**config.mk**
```make
export PLATFORM = sky130hd
export DESIGN_NAME = pkt_buf_sched
export DESIGN_NICKNAME = d
export VERILOG_FILES = /design/src/rtl/pkt_buf_sched.sv
export SDC_FILE = /design/constraint.sdc
export NUM_CORES = 1
export LEC_CHECK = 0
export CAP_MARGIN = 10
export CELL_PAD_IN_SITES_DETAIL_PLACEMENT = 0
export CELL_PAD_IN_SITES_GLOBAL_PLACEMENT = 2
export CORE_ASPECT_RATIO = 1.25
export CORE_MARGIN = 3
export CORE_UTILIZATION = 22
export CTS_CLUSTER_DIAMETER = 80
export DETAILED_ROUTE_END_ITERATION = 10
export PLACE_DENSITY_LB_ADDON = 0.1
export SETUP_SLACK_MARGIN = 0.05
export SKIP_LAST_GASP = 1
export SLEW_MARGIN = 0
export SYNTH_ARGS = -nofsm -noshare
export SYNTH_HDL_FRONTEND = slang
export SYNTH_SLANG_ARGS = --single-unit
```
**constraint.sdc**
```tcl
create_clock -name clk -period 2.7 [get_ports clk]
set_clock_uncertainty 0.15 [all_clocks]
set_input_delay 0.27 -clock clk [delete_from_list [all_inputs] [get_ports clk]]
set_output_delay 0.27 -clock clk [all_outputs]
set_load 0.1 [all_outputs]
```
**src/rtl/pkt_buf_sched.sv**
```systemverilog
// rtl/pkt_buf_sched.sv - packet-level scheduler for the shared packet-buffer SRAM
//
// Moves one packet at a time through the shared buffer: ingress writes (RECV),
// processor ownership of both SRAM ports (PROC) and egress drain (XMIT).
// Bad packets are discarded with a one-cycle drop_packet pulse (DROP).
//
// Ports
//   clk, reset_n             clock, synchronous active-low reset
//   in_valid, in_ctrl        ingress word handshake and control byte
//   in_ready, wr_fifo_en     ingress accept and buffer port-A write strobe
//   tail_addr, head_addr     buffer write/read pointers (MSB = wrap bit)
//   proc_done, proc_drop     processor release / discard pulses
//   fifo_sel, stall, stop_tx buffer mode, processor stall and egress hold
//   drop_packet              buffer discards everything between head and tail
//   pkt_len, state_o         words accepted for current packet, state encoding
//   pkt_count, drop_count    transmitted / dropped packet counters
//
// Build option: PKT_SCHED_STATS_EN enables the saturating packet counters;
// without it both counter outputs are tied to zero.

module pkt_buf_sched #(
   parameter int         AWIDTH       = 8,
   parameter int         MAX_PKT      = 240,
   parameter int         PROC_TIMEOUT = 4096,
   parameter logic [7:0] SOP_CODE     = 8'hFF
) (
   input  logic              clk,
   input  logic              reset_n,
   input  logic              in_valid,
   input  logic [7:0]        in_ctrl,
   output logic              in_ready,
   output logic              wr_fifo_en,
   input  logic [AWIDTH:0]   tail_addr,
   input  logic [AWIDTH:0]   head_addr,
   input  logic              proc_done,
   input  logic              proc_drop,
   output logic              fifo_sel,
   output logic              stall,
   output logic              stop_tx,
   output logic              drop_packet,
   output logic [AWIDTH:0]   pkt_len,
   output logic [2:0]        state_o,
   output logic [15:0]       pkt_count,
   output logic [15:0]       drop_count
);

   localparam int PW = AWIDTH + 1;
   localparam int TW = $clog2(PROC_TIMEOUT);

   typedef enum logic [2:0] {
      IDLE = 3'd0,
      RECV = 3'd1,
      PROC = 3'd2,
      XMIT = 3'd3,
      DROP = 3'd4
   } state_t;

   state_t          state_q, state_d;
   logic [PW-1:0]   pkt_len_q, pkt_len_d;
   logic [TW-1:0]   tmo_q, tmo_d;

   logic full, empty, xfer, is_sop, is_eop, at_max;

   // Same word address with opposite wrap bits means the writer lapped the reader.
   assign full   = (tail_addr[AWIDTH-1:0] == head_addr[AWIDTH-1:0]) &&
                   (tail_addr[AWIDTH] != head_addr[AWIDTH]);
   assign empty  = (head_addr == tail_addr);
   assign is_sop = (in_ctrl == SOP_CODE);
   assign is_eop = (in_ctrl != 8'h00) && !is_sop;
   assign at_max = (pkt_len_q == PW'(MAX_PKT));

   assign in_ready    = (state_q == IDLE) || ((state_q == RECV) && !full);
   assign xfer        = in_valid && in_ready;
   assign fifo_sel    = (state_q != PROC);
   assign stall       = (state_q != PROC);
   assign stop_tx     = (state_q != XMIT);
   assign drop_packet = (state_q == DROP);
   assign pkt_len     = pkt_len_q;
   assign state_o     = state_q;

   always_comb begin
      state_d    = state_q;
      pkt_len_d  = pkt_len_q;
      tmo_d      = tmo_q;
      wr_fifo_en = 1'b0;
      case (state_q)
         IDLE: begin
            // Words outside a packet are accepted and silently discarded.
            if (xfer && is_sop) begin
               wr_fifo_en = 1'b1;
               pkt_len_d  = PW'(1);
               state_d    = RECV;
            end
         end
         RECV: begin
            if (xfer) begin
               // A new SOP means the current packet was truncated; an
               // over-length word is the same failure. Neither word is stored.
               if (is_sop || at_max) begin
                  state_d = DROP;
               end else begin
                  wr_fifo_en = 1'b1;
                  pkt_len_d  = pkt_len_q + PW'(1);
                  if (is_eop) begin
                     state_d = PROC;
                     tmo_d   = '0;
                  end
               end
            end
         end
         PROC: begin
            if (proc_drop)                           state_d = DROP;
            else if (proc_done)                      state_d = XMIT;
            else if (tmo_q == TW'(PROC_TIMEOUT - 1)) state_d = DROP;
            else                                     tmo_d   = tmo_q + TW'(1);
         end
         XMIT: begin
            if (empty) begin
               state_d   = IDLE;
               pkt_len_d = '0;
            end
         end
         DROP: begin
            state_d   = IDLE;
            pkt_len_d = '0;
         end
         default: begin
            state_d   = IDLE;
            pkt_len_d = '0;
         end
      endcase
   end

   always_ff @(posedge clk) begin
      if (!reset_n) begin
         state_q   <= IDLE;
         pkt_len_q <= '0;
         tmo_q     <= '0;
      end else begin
         state_q   <= state_d;
         pkt_len_q <= pkt_len_d;
         tmo_q     <= tmo_d;
      end
   end

`ifdef PKT_SCHED_STATS_EN
   logic [15:0] pkt_count_q, pkt_count_d;
   logic [15:0] drop_count_q, drop_count_d;

   always_comb begin
      pkt_count_d  = pkt_count_q;
      drop_count_d = drop_count_q;
      if ((state_q == XMIT) && empty && (pkt_count_q != 16'hFFFF))
         pkt_count_d = pkt_count_q + 16'd1;
      if ((state_q == DROP) && (drop_count_q != 16'hFFFF))
         drop_count_d = drop_count_q + 16'd1;
   end

   always_ff @(posedge clk) begin
      if (!reset_n) begin
         pkt_count_q  <= '0;
         drop_count_q <= '0;
      end else begin
         pkt_count_q  <= pkt_count_d;
         drop_count_q <= drop_count_d;
      end
   end

   assign pkt_count  = pkt_count_q;
   assign drop_count = drop_count_q;
`else
   assign pkt_count  = 16'h0;
   assign drop_count = 16'h0;
`endif

endmodule

```
==> results of run 1 <==
-- area by class of cell --
type	instances	area [um^2]
clock buffers	3	41.3
clock inverters	1	3.75
fillers	900	5420
inverters	7	26.3
multi-input cells	191	1140
flip-flops and latches	24	495
well taps	95	119
repair buffers	64	593
-- worst max-delay path: cells and delay by family (launching register included) --
kind                     cells  cell delay (ns)
AND/OR/NAND/NOR              5             0.82
flip-flops                   1             0.39
buffers and inverters        2             0.22
adder cells (fa/ha/maj)      1             0.19
AO/OA/AOI/OAI                1             0.14
-- cells in the mapped netlist (2+ instances only) --
cell        n
nand3_1    11
xnor2_1     9
or4_1       7
and3_1      5
inv_1       7
nor3_1      3
dfxtp_1    24
nand4_1    13
a21oi_1    13
buf_4      34
nand2b_1    2
nor2b_1     4
o21ai_0    20
o31ai_1     9
and2_1      2
nand2_1    14
and4_1      4
nor4_1      4
mux2i_1     2
ha_1        3
or3_1       4
nor2_1     14
o2111ai_1   2
clkbuf_1    2
-- stage by stage --
stage,hold WS (ns),util,setup WS (ns),cell area [um^2],total power [W]
global placement,0.315,0.303,0.0636,2370,0.000651
finish,0.328,0.309,0.255,2420,0.000862
global route,0.343,0.309,0.0711,2420,0.000906
detailed placement,0.319,0.303,0.109,2370,0.000651
CTS,0.334,0.308,0.164,2420,0.000878
floorplan,0.302,-,0.0992,1940,0.000623
-- state kept, by name, summed over array words and instances (netlist names) --
| name | cells |
|---|---|
| state_o | 3 |
| pkt_len | 9 |
| tmo_q | 12 |
-- placed cells by master, fill, tap and decap left out, drive strengths merged, types with 10 or more instances in the layout --
master	instances
clkdlybuf4s50	30
nand4	13
dfxtp	24
buf	34
conb	32
nand3	11
nor2	14
a21oi	13
o31ai	10
nand2	14
o21ai	20
-- kinds of logic after synthesis --
group / count (synthesis)
xor+xnor: 9
simple gates: 92
fa+ha+maj: 3
other cells: 1
mux: 2
compound gates: 53
buf+inv: 45
flops: 24
-- power groups by stage --
stage,registers (W),clock network [W],logic (W)
after detailed placement,0.000361,0,0.000291
after floorplan,0.000362,0,0.000261
after global placement,0.000360,0,0.000291
after global routing,0.000352,0.000250,0.000303
after CTS,0.000352,0.000235,0.000291
final,0.000352,0.000219,0.000290
-- what timing repair did --
item,CTS,global route
hold buffers,0,0
resized for setup,0,1
hold endpoints to repair,0,0
setup endpoints to repair,0,1
-- worst paths after layout --
path | startpoint | to | depth (start not counted)
hold reg to reg | pkt_len[8]$_SDFFE_PN0P_ | pkt_len[8]$_SDFFE_PN0P_ | 1
setup / recovery | pkt_len[0]$_SDFFE_PN0P_ | wr_fifo_en | 9
setup reg to reg | pkt_len[0]$_SDFFE_PN0P_ | tmo_q[11]$_SDFFE_PN0P_ | 9
hold / removal | pkt_len[8]$_SDFFE_PN0P_ | pkt_len[8]$_SDFFE_PN0P_ | 1
-- layer usage --
layer | vias to the layer above | wire length [um] | GRT usage
li1 | 906 | - | -
met1 | 843 | 2120 | 0.129
met2 | 49 | 2820 | 0.208
met3 | 6 | 210 | 0.0223
met4 | 0 | 84 | 0.0312
met5 | - | 0 | 0
==> metrics.md, run 1 <==
| Metric | Value |
|---|---|
| Count of maximum capacitance violations | 0 |
| Multiplexer area fraction after synthesis | 0.0112 |
| Number of global-route vias before repair | 1701 |
| Latest clock arrival within the worst-skew pair | 0.27 ns |
| DR vias | between 1500 and 2000 |
| Synth area leaders | dfxtp_1 27%, buf_4 14%, o21ai_0 5.6%, nand4_1 4.5%, xnor2_1 4.4% |
| #FFs+latches synth | 24 |
| Synth Cell Area | 0.00179 mm^2 |
| Adder-cell share of the synthesized area | 0.0210 |
| XOR/XNOR Fraction of Synth Area | 0.0441 |
| Flop2flop setup slack | 0.28 ns |
| Sw Ratio | 0.405 |
| Min cycle time layout | 2.44 ns |
| Placed Instances | between 300 and 400 |
| CP Cell Sequence | inv_1 -> ha_1 -> nor4b_1 -> and4_1 -> nor2_2 -> nand2_1 -> o22ai_1 -> and3_4 -> buf_12 |
| Worst-path fanout max | 6 |
| Row cnt | 36 |
| Fraction of registers with async set/reset | 0 |
| Hold Violations, Final | 0 |
| Clk root buf | clkbuf_8 |
| Tcrit/Tclk final | 0.905 |
| Worst-path clk slew | 0.09 ns |
| Post-synthesis cell type count | 41 |
| # DRC | 0 |
| RSZ-0062 raised after global routing | no |
| GRT Total Usage | 0.113 |
| Part of the power in registers | 0.409 |
| Critical-path top delay cell | dfxtp_4 |
| Clock power frac | 0.254 |
| Via density | 4.69 |
| Worst EP required | 2.28 ns |
| Yosys top cell area share | 0.269 |
| Clk buf depth | 2 |
| Internal | 0.000512 W |
| Critical Path AT | 2.02 ns |
| DIE AREA | 0.00926 mm^2 |
| Share of cells above drive strength 1 | 0.190 |
| EDFF count, synth | 0 |
| Post-Synth Simple-Gate Area | 0.298 |
| Gr ovfl total | 0 |
| Largest stage delay, worst path | roughly 0.39 ns |
| P_leak | 0.910 nW |
| Cell taking the most area after synthesis | dfxtp_1 |
| First-pass GRT wire length | 8.40 mm |
| Pre-antenna DRT Iters | 4 |
| Largest net degree at the start of global routing | 23 |
| Post-Layout Cell Count | 385 |
| Register area share after synthesis | 0.269 |
| Comb pwr share | 0.337 |
| Switching pwr | 0.000349 W |
| Main synth FF type | dfxtp_1 |
| Peak supply drop | 0.178 mV |
| Core outline area | 0.00784 mm^2 |
| Synth Area in Compound Gates | 0.185 |
| Port bufs | 48 |
| # Post-CTS Setup Buffers | 0 |
| H-Tree Depth | 1 |
| Syn_area_per_cell | 7.81 um^2 |
| Area Growth Syn to Fin | 35.2% |
| Final GP Congestion | 0.722 |
| Main combinational cell family by area after synthesis | simple AND/OR/NAND/NOR gates |
| Setup tns final | 0 ns |
| Die Span X | ~87 um |
| Post-Synthesis Cells | 229 |
| Crit Path Class | reg -> out |
| CP endpoint kind | output pin |
| Pwr per Cell Area | ~360 mW/mm^2 |
| Status | complete, no violations |
| Final net count | 325 |
| Syn. warnings | 0 |
| 1st-iter DRT viols | 58 |
| Final setup fails | 0 |
| Fin. max-slew vios | 0 |
| Starting Density | 0.228 |
| Die Y | 107 um |
| Post-DR wirelength/cell | around 14 um |
| FMAX | ~410 MHz |
| Worst min-delay path class | reg -> reg |
| Clock sinks | 24 |
| Initial antenna violation count | 0 |
| CTS Buf Count | 3 |
| IO Pins | 81 |
| CTS tree | built |
| Startpoint Class | register |
| Diode count | 0 |
| Drt total wl | 5.24 mm |
| Post-DP HPWL | between 4 and 5 mm |
| Final ANT Viol Nets | 0 |
Note: power is estimated with default switching activity, not from simulation.
==> inputs of run 2 (changes only) <==
Settings changed: CELL_PAD_IN_SITES_DETAIL_PLACEMENT 0 to not set, CELL_PAD_IN_SITES_GLOBAL_PLACEMENT 2 to not set, CORE_UTILIZATION 22 to 42, PLACE_DENSITY set to 0.81, PLACE_DENSITY_LB_ADDON 0.1 to not set, SETUP_SLACK_MARGIN 0.05 to not set.
==> metrics.md, run 2 (synthesized netlist as in run 1, its figures left out) <==
| Metric | Value |
|---|---|
| Status | complete, no violations (unchanged) |
| Die Span X | 64.4 um (was 86.7 um) |
| CP endpoint kind | output pin (unchanged) |
| GRT Total Usage | 0.161 (was 0.113) |
| Count of maximum capacitance violations | 0 (unchanged) |
| Min cycle time layout | 2.53 ns (was 2.44 ns) |
| Critical Path AT | 2.11 ns (was 2.02 ns) |
| Final GP Congestion | 0.882 (was 0.722) |
| Startpoint Class | register (unchanged) |
| Setup tns final | 0 ns (unchanged) |
| Drt total wl | 4.11 mm (was 5.24 mm) |
| Clk root buf | clkbuf_8 (unchanged) |
| FMAX | 395 MHz (was 409 MHz) |
| Worst hold stages | 1 (unchanged) |
| Pre-CTS WS | 0.115 ns (was 0.109 ns) |
| Cells on worst reg2reg path | 5 (was 9) |
| Commonest non-fill, non-tap cell in the layout | conb_1 (unchanged) |
| Share of cells above drive strength 1 | 0.158 (was 0.190) |
| Row cnt | 25 (was 36) |
| Commonest non-fill, non-tap cells in the layout | 32 x conb_1, 30 x clkdlybuf4s50_1, 20 x o21ai_0, 20 x buf_4, 16 x dfxtp_1 (was 32 x conb_1, 31 x buf_4, 30 x clkdlybuf4s50_1) |
| Crit Path Class | reg -> out (unchanged) |
| Tcrit/Tclk final | 0.939 (was 0.905) |
| Max reg flops | 12 (unchanged) |
| CTS resizes | 0 (unchanged) |
| FF-to-FF Start | state_o[0]$_SDFFE_PN0P_ (was pkt_len[0]$_SDFFE_PN0P_) |
| CTS tree | built (unchanged) |
| Final worst slack | 0.165 ns (was 0.255 ns) |
| Largest net degree at the start of global routing | 23 (unchanged) |
| Gr ovfl total | 0 (unchanged) |
| Final setup fails | 0 (unchanged) |
| Clock sinks | 24 (unchanged) |
| # Post-CTS Setup Buffers | 0 (unchanged) |
| H-Tree Depth | 1 (unchanged) |
| RSZ-0062 raised after global routing | no (unchanged) |
| Reg with most FFs | tmo_q (unchanged) |
| IO Pins | 81 (unchanged) |
| Area Growth Syn to Fin | 27.7% (was 35.2%) |
| Hold-fix buffers, CTS | 0 (unchanged) |
| Flop2flop setup slack | 0.24 ns (was 0.28 ns) |
| Starting Density | 0.454 (was 0.228) |
| Pre-antenna DRT Iters | 4 (unchanged) |
| Core outline area | 0.00394 mm^2 (was 0.00784 mm^2) |
| Via density | 5.39 (was 4.69) |
| Final net count | 313 (was 325) |
| Post-route cell area | 0.00228 mm^2 (was 0.00242 mm^2) |
| Final core occ | 0.580 (was 0.309) |
| P_leak | 0.854 nW (was 0.910 nW) |
| Fillcell total | 376 (was 900) |
| Peak supply drop | 0.196 mV (was 0.178 mV) |
| Fin. max-slew vios | 0 (unchanged) |
| Post-DR wirelength/cell | 12.4 um (was 13.6 um) |
| DR vias | 1788 (was 1804) |
| Worst min-delay path class | reg -> reg (unchanged) |
| Worst R2R End | tmo_q[7]$_SDFFE_PN0P_ (was tmo_q[11]$_SDFFE_PN0P_) |
| Latest clock arrival within the worst-skew pair | 0.26 ns (was 0.27 ns) |
| Final ANT Viol Nets | 0 (unchanged) |
| Initial antenna violation count | 0 (unchanged) |
| First-pass GRT wire length | 6.69 mm (was 8.40 mm) |
| Port bufs | 48 (unchanged) |
| Post-DP HPWL | 3.29 mm (was 4.26 mm) |
| Post-Layout Cell Count | 332 (was 385) |
| Pwr per Cell Area | 384 mW/mm^2 (was 356 mW/mm^2) |
| Clk buf depth | 2 (unchanged) |
| # DRC | 0 (unchanged) |
| Placed Area | 0.00222 mm^2 (was 0.00237 mm^2) |
| 1st-iter DRT viols | 52 (was 58) |
| Worst-path clk slew | 0.08 ns (was 0.09 ns) |
| WHS Endpoint | pkt_len[8]$_SDFFE_PN0P_ (unchanged) |
| CTS Buf Count | 3 (unchanged) |
| Number of global-route vias before repair | 1537 (was 1701) |
| Worst Tran Pin Value | 0.593 ns |
| Max_slew headroom | 0.599 |
| DIE AREA | 0.00508 mm^2 (was 0.00926 mm^2) |
| Diode count | 0 (unchanged) |
| Die Y | 79.0 um (was 107 um) |
| Worst EP required | 2.28 ns (about the same) |
| Hold Violations, Final | 0 (unchanged) |
| Worst-path fanout max | 6 (unchanged) |
| HP Start | pkt_len[8]$_SDFFE_PN0P_ (unchanged) |
| Placed Instances | 328 (was 381) |
-- run 2: cell count changes in the layout (fill, tap and decap cells not counted), sizes merged --
cell	before	now
clkinv	1	0
clkbuf	3	4
buf	34	22
-- run 2: worst max-delay path by stage --
| stage | startpoint | endpoint | slack (ns) |
|---|---|---|---|
| after CTS | pkt_len[0]$_SDFFE_PN0P_ | wr_fifo_en | 0.16 |
| after global placement | in_ctrl[6] | pkt_len[8]$_SDFFE_PN0P_ | 0.18 |
| final | pkt_len[0]$_SDFFE_PN0P_ | wr_fifo_en | 0.17 |
| after global routing | pkt_len[0]$_SDFFE_PN0P_ | wr_fifo_en | 0.01 |
| after detailed placement | in_ctrl[6] | pkt_len[7]$_SDFFE_PN0P_ | 0.11 |
| after floorplan | pkt_len[7]$_SDFFE_PN0P_ | wr_fifo_en | 0.1 |
-- run 2: final cells by class --
type,instances,area (um^2),area share
timing repair buffer,52,490,0.215
multi-input combinational,191,1150,0.503
clock buffer,4,55.1,0.0241
sequential,24,495,0.217
inverter,7,26.3,0.0115
tap,54,67.6,0.0296
-- run 2: power breakdown --
group | internal (W) | switching [W]
logic | 0.0000546 | 0.000229
clock network | 0.000130 | 0.000111
registers | 0.000352 | 0.000000509
-- run 2: per-stage QoR --
stage	hold slack [ns]	power, W
2_1_floorplan	0.302	0.000623
3_3_place_gp	0.297	0.000641
3_5_place_dp	0.301	0.000642
4_1_cts	0.311	0.000879
5_1_grt	0.326	0.000904
6_report	0.309	0.000876
-- run 2: critical path, cell delays in order, from the launching register on --
cell	delay, ns
dfxtp_4	0.37
inv_1	0.06
ha_1	0.13
nor4b_1	0.23
and4_2	0.32
nor2_1	0.07
nand2_1	0.18
o22ai_1	0.11
and3_4	0.22
buf_12	0.16
-- run 2: layer usage --
layer	routed length (um)	track usage	up-vias
met5	0	0	-
met4	92	0.0613	0
met3	354	0.0311	8
met2	1970	0.292	80
met1	1690	0.183	805
li1	-	-	895
==> inputs of run 3 (changes only) <==
Settings changed: ABC_AREA set to 0.
==> results of run 3 <==
The final DEF is identical to that of run 2; final timing and power are the same.
